File: config.mk
export PLATFORM = sky130hd
export DESIGN_NAME = vga_timing_gen
export DESIGN_NICKNAME = d
export VERILOG_FILES = /design/src/rtl/vga_pkg.sv /design/src/rtl/vga_sync_delay.sv /design/src/rtl/vga_timing_gen.sv
export SDC_FILE = /design/constraint.sdc
export NUM_CORES = 1
export LEC_CHECK = 0
export CORE_ASPECT_RATIO = 0.6
export CORE_MARGIN = 3
export CORE_UTILIZATION = 40
export DETAILED_ROUTE_END_ITERATION = 8
export MAX_ROUTING_LAYER = met4
export PLACE_DENSITY = 0.59
export SKIP_LAST_GASP = 1
export SYNTH_ARGS = -nofsm -noshare
export SYNTH_HDL_FRONTEND = slang
export SYNTH_HIERARCHICAL = 1
export SYNTH_SLANG_ARGS = --single-unit
File: constraint.sdc
create_clock -name clk -period 6.95 [get_ports clk]
set_input_delay 1.0425 -clock clk [delete_from_list [all_inputs] [get_ports clk]]
set_output_delay 1.0425 -clock clk [all_outputs]
set_load 0.03 [all_outputs]
File: src/rtl/vga_pkg.sv
// Shared VGA timing defaults (640x480@60) and elaboration helpers.
package vga_pkg;

    localparam int unsigned VGA_H_ACTIVE = 640;
    localparam int unsigned VGA_H_FP     = 16;
    localparam int unsigned VGA_H_SYNC   = 96;
    localparam int unsigned VGA_H_BP     = 48;
    localparam int unsigned VGA_V_ACTIVE = 480;
    localparam int unsigned VGA_V_FP     = 10;
    localparam int unsigned VGA_V_SYNC   = 2;
    localparam int unsigned VGA_V_BP     = 33;
    localparam int unsigned VGA_CNT_W    = 10;
    localparam int unsigned VGA_COLOR_W  = 3;

    function automatic int unsigned vga_total(input int unsigned act, input int unsigned fp,
                                              input int unsigned sync, input int unsigned bp);
        return act + fp + sync + bp;
    endfunction

    // True when a count of 'total' states fits in a w-bit counter.
    function automatic bit vga_fits(input int unsigned total, input int unsigned w);
        return 64'(total) <= (64'd1 << w);
    endfunction

endpackage

File: src/rtl/vga_sync_delay.sv
// Enable-gated shift register that realigns syncs/data-enable with renderer latency.
module vga_sync_delay #(
    parameter int unsigned           WIDTH     = 3,
    parameter int unsigned           DEPTH     = 2,
    parameter logic [WIDTH-1:0]      RESET_VAL = '0
) (
    input  logic             clk,
    input  logic             nrst,
    input  logic             en,
    input  logic [WIDTH-1:0] d_i,
    output logic [WIDTH-1:0] q_o
);

    if (DEPTH == 0) begin : g_bypass
        logic unused_ctrl;
        assign unused_ctrl = ^{clk, nrst, en};
        assign q_o = d_i;
    end else begin : g_shift
        logic [WIDTH-1:0] sr_q [DEPTH];

        always_ff @(posedge clk) begin
            if (!nrst) begin
                for (int i = 0; i < DEPTH; i++) sr_q[i] <= RESET_VAL;
            end else if (en) begin
                sr_q[0] <= d_i;
                for (int i = 1; i < DEPTH; i++) sr_q[i] <= sr_q[i-1];
            end
        end

        assign q_o = sr_q[DEPTH-1];
    end

endmodule

File: src/rtl/vga_timing_gen.sv
// Parametrised VGA timing generator: coordinates, strobes, pipeline-aligned syncs
// and blanked colour, all on the pixel clock.
module vga_timing_gen
    import vga_pkg::*;
#(
    parameter int unsigned H_ACTIVE    = VGA_H_ACTIVE,
    parameter int unsigned H_FP        = VGA_H_FP,
    parameter int unsigned H_SYNC      = VGA_H_SYNC,
    parameter int unsigned H_BP        = VGA_H_BP,
    parameter int unsigned V_ACTIVE    = VGA_V_ACTIVE,
    parameter int unsigned V_FP        = VGA_V_FP,
    parameter int unsigned V_SYNC      = VGA_V_SYNC,
    parameter int unsigned V_BP        = VGA_V_BP,
    parameter bit          HSYNC_POL   = 1'b1,
    parameter bit          VSYNC_POL   = 1'b1,
    parameter int unsigned CNT_W       = VGA_CNT_W,
    parameter int unsigned COLOR_W     = VGA_COLOR_W,
    parameter int unsigned PIPE        = 2,
    parameter int unsigned SCALE_SHIFT = 0,
    parameter int unsigned TICK_DIV    = 1
) (
    input  logic               clk,
    input  logic               nrst,
    input  logic               en,
    input  logic [COLOR_W-1:0] color_in,
    output logic [CNT_W-1:0]   x_pos,
    output logic [CNT_W-1:0]   y_pos,
    output logic               active,
    output logic               frame_start,
    output logic               line_start,
    output logic               game_tick,
    output logic               hsync,
    output logic               vsync,
    output logic               de_out,
    output logic [COLOR_W-1:0] color_out
);

    localparam int unsigned H_TOTAL  = vga_total(H_ACTIVE, H_FP, H_SYNC, H_BP);
    localparam int unsigned V_TOTAL  = vga_total(V_ACTIVE, V_FP, V_SYNC, V_BP);
    localparam int unsigned HS_START = H_ACTIVE + H_FP;
    localparam int unsigned HS_END   = HS_START + H_SYNC;
    localparam int unsigned VS_START = V_ACTIVE + V_FP;
    localparam int unsigned VS_END   = VS_START + V_SYNC;
    localparam int unsigned FCNT_W   = (TICK_DIV > 1) ? $clog2(TICK_DIV) : 1;

    localparam logic [CNT_W-1:0]  H_LAST = CNT_W'(H_TOTAL - 1);
    localparam logic [CNT_W-1:0]  V_LAST = CNT_W'(V_TOTAL - 1);
    localparam logic [CNT_W-1:0]  V_TICK = CNT_W'(V_ACTIVE);
    localparam logic [FCNT_W-1:0] F_LAST = FCNT_W'(TICK_DIV - 1);

    if (!vga_fits(H_TOTAL, CNT_W)) begin : g_bad_h_total
        $error("H_TOTAL does not fit in CNT_W bits");
    end
    if (!vga_fits(V_TOTAL, CNT_W)) begin : g_bad_v_total
        $error("V_TOTAL does not fit in CNT_W bits");
    end
    if (TICK_DIV < 1) begin : g_bad_tick_div
        $error("TICK_DIV must be at least 1");
    end
    if (SCALE_SHIFT >= CNT_W) begin : g_bad_scale
        $error("SCALE_SHIFT must be smaller than CNT_W");
    end

    logic [CNT_W-1:0]   h_cnt_q, h_cnt_d, v_cnt_q, v_cnt_d;
    logic [FCNT_W-1:0]  fcnt_q, fcnt_d;
    logic               active_q, active_d;
    logic               frame_q, frame_d, line_q, line_d, tick_q, tick_d;
    logic               hsync_q, vsync_q, de_q;
    logic [COLOR_W-1:0] color_q;
    logic               hs_raw, vs_raw, hs_tap, vs_tap, de_tap;

    // Next position and the strobes that belong to it, so strobes line up with x_pos/y_pos.
    always_comb begin
        h_cnt_d = h_cnt_q;
        v_cnt_d = v_cnt_q;
        fcnt_d  = fcnt_q;
        tick_d  = 1'b0;
        if (h_cnt_q == H_LAST) begin
            h_cnt_d = '0;
            v_cnt_d = (v_cnt_q == V_LAST) ? '0 : v_cnt_q + CNT_W'(1);
        end else begin
            h_cnt_d = h_cnt_q + CNT_W'(1);
        end
        if ((h_cnt_d == '0) && (v_cnt_d == V_TICK)) begin
            tick_d = (fcnt_q == F_LAST);
            fcnt_d = tick_d ? '0 : fcnt_q + FCNT_W'(1);
        end
        active_d = (32'(h_cnt_d) < H_ACTIVE) && (32'(v_cnt_d) < V_ACTIVE);
        frame_d  = (h_cnt_d == '0) && (v_cnt_d == '0);
        line_d   = (h_cnt_d == '0) && (32'(v_cnt_d) < V_ACTIVE);
    end

    assign hs_raw = ((32'(h_cnt_q) >= HS_START) && (32'(h_cnt_q) < HS_END)) ? HSYNC_POL : ~HSYNC_POL;
    assign vs_raw = ((32'(v_cnt_q) >= VS_START) && (32'(v_cnt_q) < VS_END)) ? VSYNC_POL : ~VSYNC_POL;

    // PIPE stages here plus the output register below give the full PIPE+1 lag.
    vga_sync_delay #(
        .WIDTH     (3),
        .DEPTH     (PIPE),
        .RESET_VAL ({~HSYNC_POL, ~VSYNC_POL, 1'b0})
    ) u_sync_delay (
        .clk  (clk),
        .nrst (nrst),
        .en   (en),
        .d_i  ({hs_raw, vs_raw, active_q}),
        .q_o  ({hs_tap, vs_tap, de_tap})
    );

    always_ff @(posedge clk) begin
        if (!nrst) begin
            h_cnt_q  <= H_LAST;
            v_cnt_q  <= V_LAST;
            fcnt_q   <= F_LAST;
            active_q <= 1'b0;
            frame_q  <= 1'b0;
            line_q   <= 1'b0;
            tick_q   <= 1'b0;
            hsync_q  <= ~HSYNC_POL;
            vsync_q  <= ~VSYNC_POL;
            de_q     <= 1'b0;
            color_q  <= '0;
        end else if (en) begin
            h_cnt_q  <= h_cnt_d;
            v_cnt_q  <= v_cnt_d;
            fcnt_q   <= fcnt_d;
            active_q <= active_d;
            frame_q  <= frame_d;
            line_q   <= line_d;
            tick_q   <= tick_d;
            hsync_q  <= hs_tap;
            vsync_q  <= vs_tap;
            de_q     <= de_tap;
            color_q  <= de_tap ? color_in : '0;
        end
    end

    assign x_pos       = h_cnt_q >> SCALE_SHIFT;
    assign y_pos       = v_cnt_q >> SCALE_SHIFT;
    assign active      = active_q;
    assign frame_start = frame_q;
    assign line_start  = line_q;
    assign game_tick   = tick_q;
    assign hsync       = hsync_q;
    assign vsync       = vsync_q;
    assign de_out      = de_q;
    assign color_out   = color_q;

endmodule

After elaboration in Yosys (flattened, before gate mapping)
Memories as Yosys holds them, arrays and structs flattened.
Index checks and enable logic that the tools add are counted.
{ "totals": {"regBits": 31, "ramBits": 6, "inputBits": 6, "mem_count": 1} }
{ "memory_table": {"columns": ["name", "words", "word_bits", "rd", "rd_ports_with_merged_regs", "write_ports", "line", "rtl"], "rows": [
  ["u_sync_delay.g_shift.sr_q", 2, 3, 2, 0, 2, "vga_sync_delay.sv:19", "logic [WIDTH-1:0] sr_q [DEPTH];"]
]} }
{ "op_classes": {"n_addsub": 3, "order_cmp": 6, "n_eq_ne": 3, "n_mux": 14, "bitwise": 3, "reduce_logical": 9} }
{ "ops": {"columns": ["operator", "count"], "rows": [
  ["$mux 10", 3],
  ["$add 10x1->10 const B", 2],
  ["$eq 10x10->1 const B", 2],
  ["$logic_not 10->1", 2],
  ["$lt 10x10->1 const B", 2],
  ["$lt 10x9->1 const B", 2],
  ["$eq 10x9->1 const B", 1],
  ["$ge 10x10->1 const B", 1],
  ["$ge 10x9->1 const B", 1],
  ["$mux 3", 3],
  ["$mux 1", 8],
  ["$logic_and 1x1->1", 6],
  ["$or 1x1->1", 2],
  ["$reduce_and 2->1", 1],
  ["$add 1x1->1 const B", 1],
  ["$not 1->1", 1]
]} }

Longest topological paths before layout
{ "depth": {"ltp_word": 6, "mapped_depth": 9, "depth_no_buf": 8} }

By module
Netlist, hierarchy kept.
{ "modules_own_cells": {"columns": ["mod", "instances", "cells_each", "area_per_inst_um2"], "rows": [
  ["vga_timing_gen", 1, 240, 1901.8],
  ["vga_sync_delay", 1, 16, 246.5]
]} }

Least setup slack after synthesis
Ideal clock, no wire load.
{ "synth_path": {"kind": "reg2reg", "startpoint": "register h_cnt_q[1] (netlist: x_pos[1])", "endpoint": "register active_q (netlist: active)", "arrival_time_ps": 2489, "required_time_ps": 6833, "path_slack_ps": 4344, "path_stages_with_launch": 9, "n_path_buf": 1, "path_cell_list": "dfxtp_1 > ha_1 > nand4b_1 > or3_1 > buf_6 > nor3_4 > xnor2_1 > or4_4 > a32o_1"} }
{ "synth_between": {"elab_chain_cells": 4, "word_cells_on_any_way": 7, "classes_between": "add/sub: 1; order compare: 2; eq/ne: 1; mux: 2; reduce/logical: 1"} }
{ "synth_lines": {"columns": ["element", "line", "rtl"], "rows": [
  ["start, declared", "vga_timing_gen.sv:64", "logic [CNT_W-1:0] h_cnt_q, h_cnt_d, v_cnt_q, v_cnt_d;"],
  ["start signal, assigned", "vga_timing_gen.sv:123", "h_cnt_q <= h_cnt_d;"],
  ["$add 10x1->10 or $eq 10x10->1 (tied branches)", "vga_timing_gen.sv:82, vga_timing_gen.sv:78", null],
  ["$mux 10", "vga_timing_gen.sv:78", "if (h_cnt_q == H_LAST) begin"],
  ["$lt 10x10->1 or $lt 10x9->1 (tied branches)", "vga_timing_gen.sv:88", "active_d = (32'(h_cnt_d) < H_ACTIVE) && (32'(v_cnt_d) < V_ACTIVE);"],
  ["$logic_and 1x1->1 (*)", "vga_timing_gen.sv:88", null],
  ["end signal, assigned", "vga_timing_gen.sv:126", "active_q <= active_d;"],
  ["end, declared", "vga_timing_gen.sv:66", "logic active_q, active_d;"]
]} }
Mark *: on every way between the ends. The rest lies on a longest branch, timed or not.
A chain may end at the register's enable or synchronous reset.

Worst setup path after layout
{ "layout_path": {"startpoint": "register h_cnt_q[9] (netlist: x_pos[9])", "endpoint": "register line_q (netlist: line_start)"} }
{ "layout_between": {"elab_chain_cells": 4, "word_cells_on_any_way": 7, "classes_between": "add/sub: 1; order compare: 1; eq/ne: 1; mux: 2; reduce/logical: 2"} }
{ "layout_lines": {"columns": ["element", "line", "rtl"], "rows": [
  ["$add 10x1->10 or $eq 10x10->1 (tied branches)", "vga_timing_gen.sv:82, vga_timing_gen.sv:78", null],
  ["$mux 10", "vga_timing_gen.sv:78", null],
  ["$logic_not 10->1 or $lt 10x9->1 (tied branches)", "vga_timing_gen.sv:90", "line_d = (h_cnt_d == '0) && (32'(v_cnt_d) < V_ACTIVE);"],
  ["$logic_and 1x1->1 (*)", "vga_timing_gen.sv:90", null],
  ["end signal, assigned", "vga_timing_gen.sv:128", "line_q <= line_d;"],
  ["end, declared", "vga_timing_gen.sv:67", "logic frame_q, frame_d, line_q, line_d, tick_q, tick_d;"]
]} }
Marks and branches as above.

==> results.toml <==
[outcome]
status = "finished, final reports clean"

[placed_design]
dpl.hpwl_um = 3570
gp_congestion = 0.783
dp_cells = 334
io_buffers = 35

[run]
maxCapViolations = 0

[power_and_ir_drop]
p_total_uw = 531
switching_share_pct = 33.7
p_sw_uw = 179
p_comb_share_pct = 27.6
peakVddDrop_mv = 0.0833
intPower_uw = 352
power_frac_seq_pct = 46.7
p_per_area_nw_per_um2 = 207
p_leak_nw = 0.971
p_clk_share_pct = 25.7

[synthesis]
synth_fa_ha_area_share_pct = 2.91
yosysUniqueCellTypes = 46
synthesis.area_um2 = 2150
ys_seq_elements = 36
ys_seq_area_share_pct = 36.3
synth_xor_xnor_area_share_pct = 4.48
yosys_warnings = 6
synth_edf_count = 6
synth_top_family_by_area = "simple AND/OR/NAND/NOR gates"
avgSynthCellArea_um2 = 8.39
syn_nets = 267
synthMuxAreaShare_pct = 1.40
synthCells = 256
ys.flop_type = "dfxtp_1"
synth_compound_area_share_pct = 20.3
synth-async-reset-ratio_pct = 0
synth_simple_gate_area_share_pct = 27.9

[floorplanning]
std_cell_rows = 19
die-area_um2 = 6310
fp.dieH_um = 62.8
start_util_pct = 44.1
die_w_um = 101
ios = 36
core_um2 = 4870

[setup_path]
critPathArrivalTime_ns = 2.89
crit_path_start_kind = "flop"
cp_max_fo = 10
end_kind = "flop"
path_class = "flop to flop"
required_ns = 7.13

[clock_tree]
cts_buffer_depth = 2
post-cts-setup-buffers = 0
root_buffer = "clkbuf_8"
cts_buffers = 5
cts.sinks = 36
h-tree-depth = 2
post_cts_resized = 0
clock_latency_ns = 0.28
cts_tree = "built"
cts.reportedPaths.clkPinSlew_ns = 0.07
holdBufCountCts = 0

[layout]
nNetsFinal = 289
drive_gt1_share_pct = 5.76
final_cell_count_no_fill = 341
antenna_cells = 0
area_growth_pct = 19.3

[grt]
grt_pass1_wl_um = 8360
antenna_found_initial = 0
grt_use_total_pct = 16.7
grt_pass1_vias = 1648
grt_overflow_total = 0
grt_max_degree = 38

[sta]
clock_skew_ns = 0.00256
worst_pin_slew_ns = 0.816
tns_ns = 0
finalCriticalPeriod_ns = 2.71
fmax_mhz = 369
hold_violations = 0
setup_viol = 0
relSlewSlack_pct = 45.2
finalMaxSlewViolations = 0
rsz0062_at_grt = "no"
fin_crit_sh_pct = 39.0

[drt]
first_pass_iters = 4
drt_wl_total_um = 5110
drc = 0
ant_nets = 0
wire_per_inst_um = 15.0
viasPerCell = 5.60
drtIter0Drc = 108
vias = 1910

[min_path]
min_path_type = "flop to flop"
==> cell type report <==
| type | instances | area [um^2] |
|---|---|---|
| clock buffers | 5 | 68.8 |
| clock inverters | 2 | 7.51 |
| fillers | 487 | 2310 |
| inverters | 8 | 30.0 |
| multi-input cells | 189 | 1220 |
| flip-flops and latches | 36 | 781 |
| well taps | 63 | 78.8 |
| repair buffers | 38 | 373 |
==> synth_stat cells (3+ instances only) <==
cell | count | share of area [%]
dfxtp_1 | 30 | 28
nand2_1 | 23 | 4.0
clkbuf_1 | 18 | 3.1
o21ai_0 | 15 | 3.5
nand3_1 | 12 | 2.8
and2_1 | 11 | 3.2
nor2_1 | 10 | 1.7
a21oi_1 | 8 | 1.9
and3_1 | 8 | 2.3
inv_1 | 8 | 1.4
nor3_1 | 8 | 1.9
a31oi_1 | 7 | 2.0
nor2b_1 | 7 | 2.0
edfxtp_1 | 6 | 8.4
nand4_1 | 6 | 1.7
o211ai_1 | 6 | 2.1
xnor2_1 | 6 | 2.4
a21boi_0 | 5 | 1.7
ha_1 | 5 | 2.9
nand2b_1 | 5 | 1.5
xor2_1 | 5 | 2.0
o21a_1 | 4 | 1.4
o31ai_1 | 4 | 1.4
or3_1 | 4 | 1.2
buf_4 | 3 | 1.0
mux2i_1 | 3 | 1.4
nor4_1 | 3 | 0.87
==> cell families (layout without fill, tap and decap cells) <==
| logic type | after synthesis | count (layout) |
|---|---|---|
| buffers and inverters | 31 | 53 |
| AOI/OAI and AO/OA | 63 | 63 |
| adders and majority gates | 5 | 5 |
| and+or+nand+nor | 107 | 107 |
| DFF | 36 | 36 |
| muxes | 3 | 3 |
| xor gates and xnor gates | 11 | 11 |
==> final timing paths <==
check / startpoint / end / slack, ns / depth (start not counted)
worst max-delay path: x_pos[9]$_SDFFE_PN1P_ / line_start$_SDFFE_PN0P_ / 4.24 / 6
worst min register to register: frame_start$_SDFFE_PN0P_ / frame_start$_SDFFE_PN0P_ / 0.46 / 2
worst min-delay path: frame_start$_SDFFE_PN0P_ / frame_start$_SDFFE_PN0P_ / 0.46 / 2
worst max register to register: x_pos[9]$_SDFFE_PN1P_ / line_start$_SDFFE_PN0P_ / 4.24 / 6
==> per-layer routing <==
layer  global-route usage [%]  routed length [um]  vias up
met4                     3.03                  29        0
met3                     4.24                 265        5
met1                     25.9                2820      895
met5                        -                   0        -
li1                         -                   -      963
met2                     21.4                2000       47
==> registers in the layout, indices dropped and copies added (netlist names), 3 cells and up <==
name and cells:
y_pos 10, x_pos 10, color_out 3, u_sync_delay/g_shift.sr_q 6
==> layout by cell type, fill, tap and decap left out, types with 3 or more instances in the layout <==
cell type / count
a21boi_0: 5
a21oi_1: 8
a31oi_1: 7
and2_1: 11
and3_1: 8
buf_4: 3
clkbuf_8: 5
clkdlybuf4s50_1: 35
dfxtp_1: 30
edfxtp_1: 6
ha_1: 5
inv_1: 8
mux2i_1: 3
nand2_1: 23
nand2b_1: 5
nand3_1: 12
nand4_1: 6
nor2_1: 10
nor2b_1: 7
nor3_1: 8
nor4_1: 3
o211ai_1: 6
o21a_1: 4
o21ai_0: 15
o31ai_1: 4
or3_1: 4
xnor2_1: 6
xor2_1: 5
==> critical path, stage by stage, from the launching register on <==
cell     delay, ns
dfxtp_1       0.48
or3b_4        0.44
or3_1         0.53
nor3_4        0.23
xnor2_1       0.11
or4_4         0.56
a32o_1        0.27
==> metrics by stage <==
stage          hold WS, ns  setup slack [ns]  util [%]  cell area, um^2
2_1_floorplan        0.535              4.34         -             2150
3_3_place_gp         0.449              4.03      51.0             2490
3_5_place_dp         0.454              3.99      51.0             2490
4_1_cts              0.469              4.25      52.6             2560
5_1_grt              0.503              4.05      52.6             2560
6_report             0.464              4.24      52.6             2560
==> power by group through the flow <==
| stage | Sequential (mW) | Combinational, mW | Clock, mW |
|---|---|---|---|
| after CTS | 0.248 | 0.146 | 0.141 |
| after floorplan | 0.258 | 0.0978 | 0 |
| after detailed placement | 0.252 | 0.146 | 0 |
| final | 0.248 | 0.147 | 0.137 |
| after global routing | 0.251 | 0.162 | 0.151 |
| after global placement | 0.253 | 0.146 | 0 |
(Power assumes the default switching activity.)
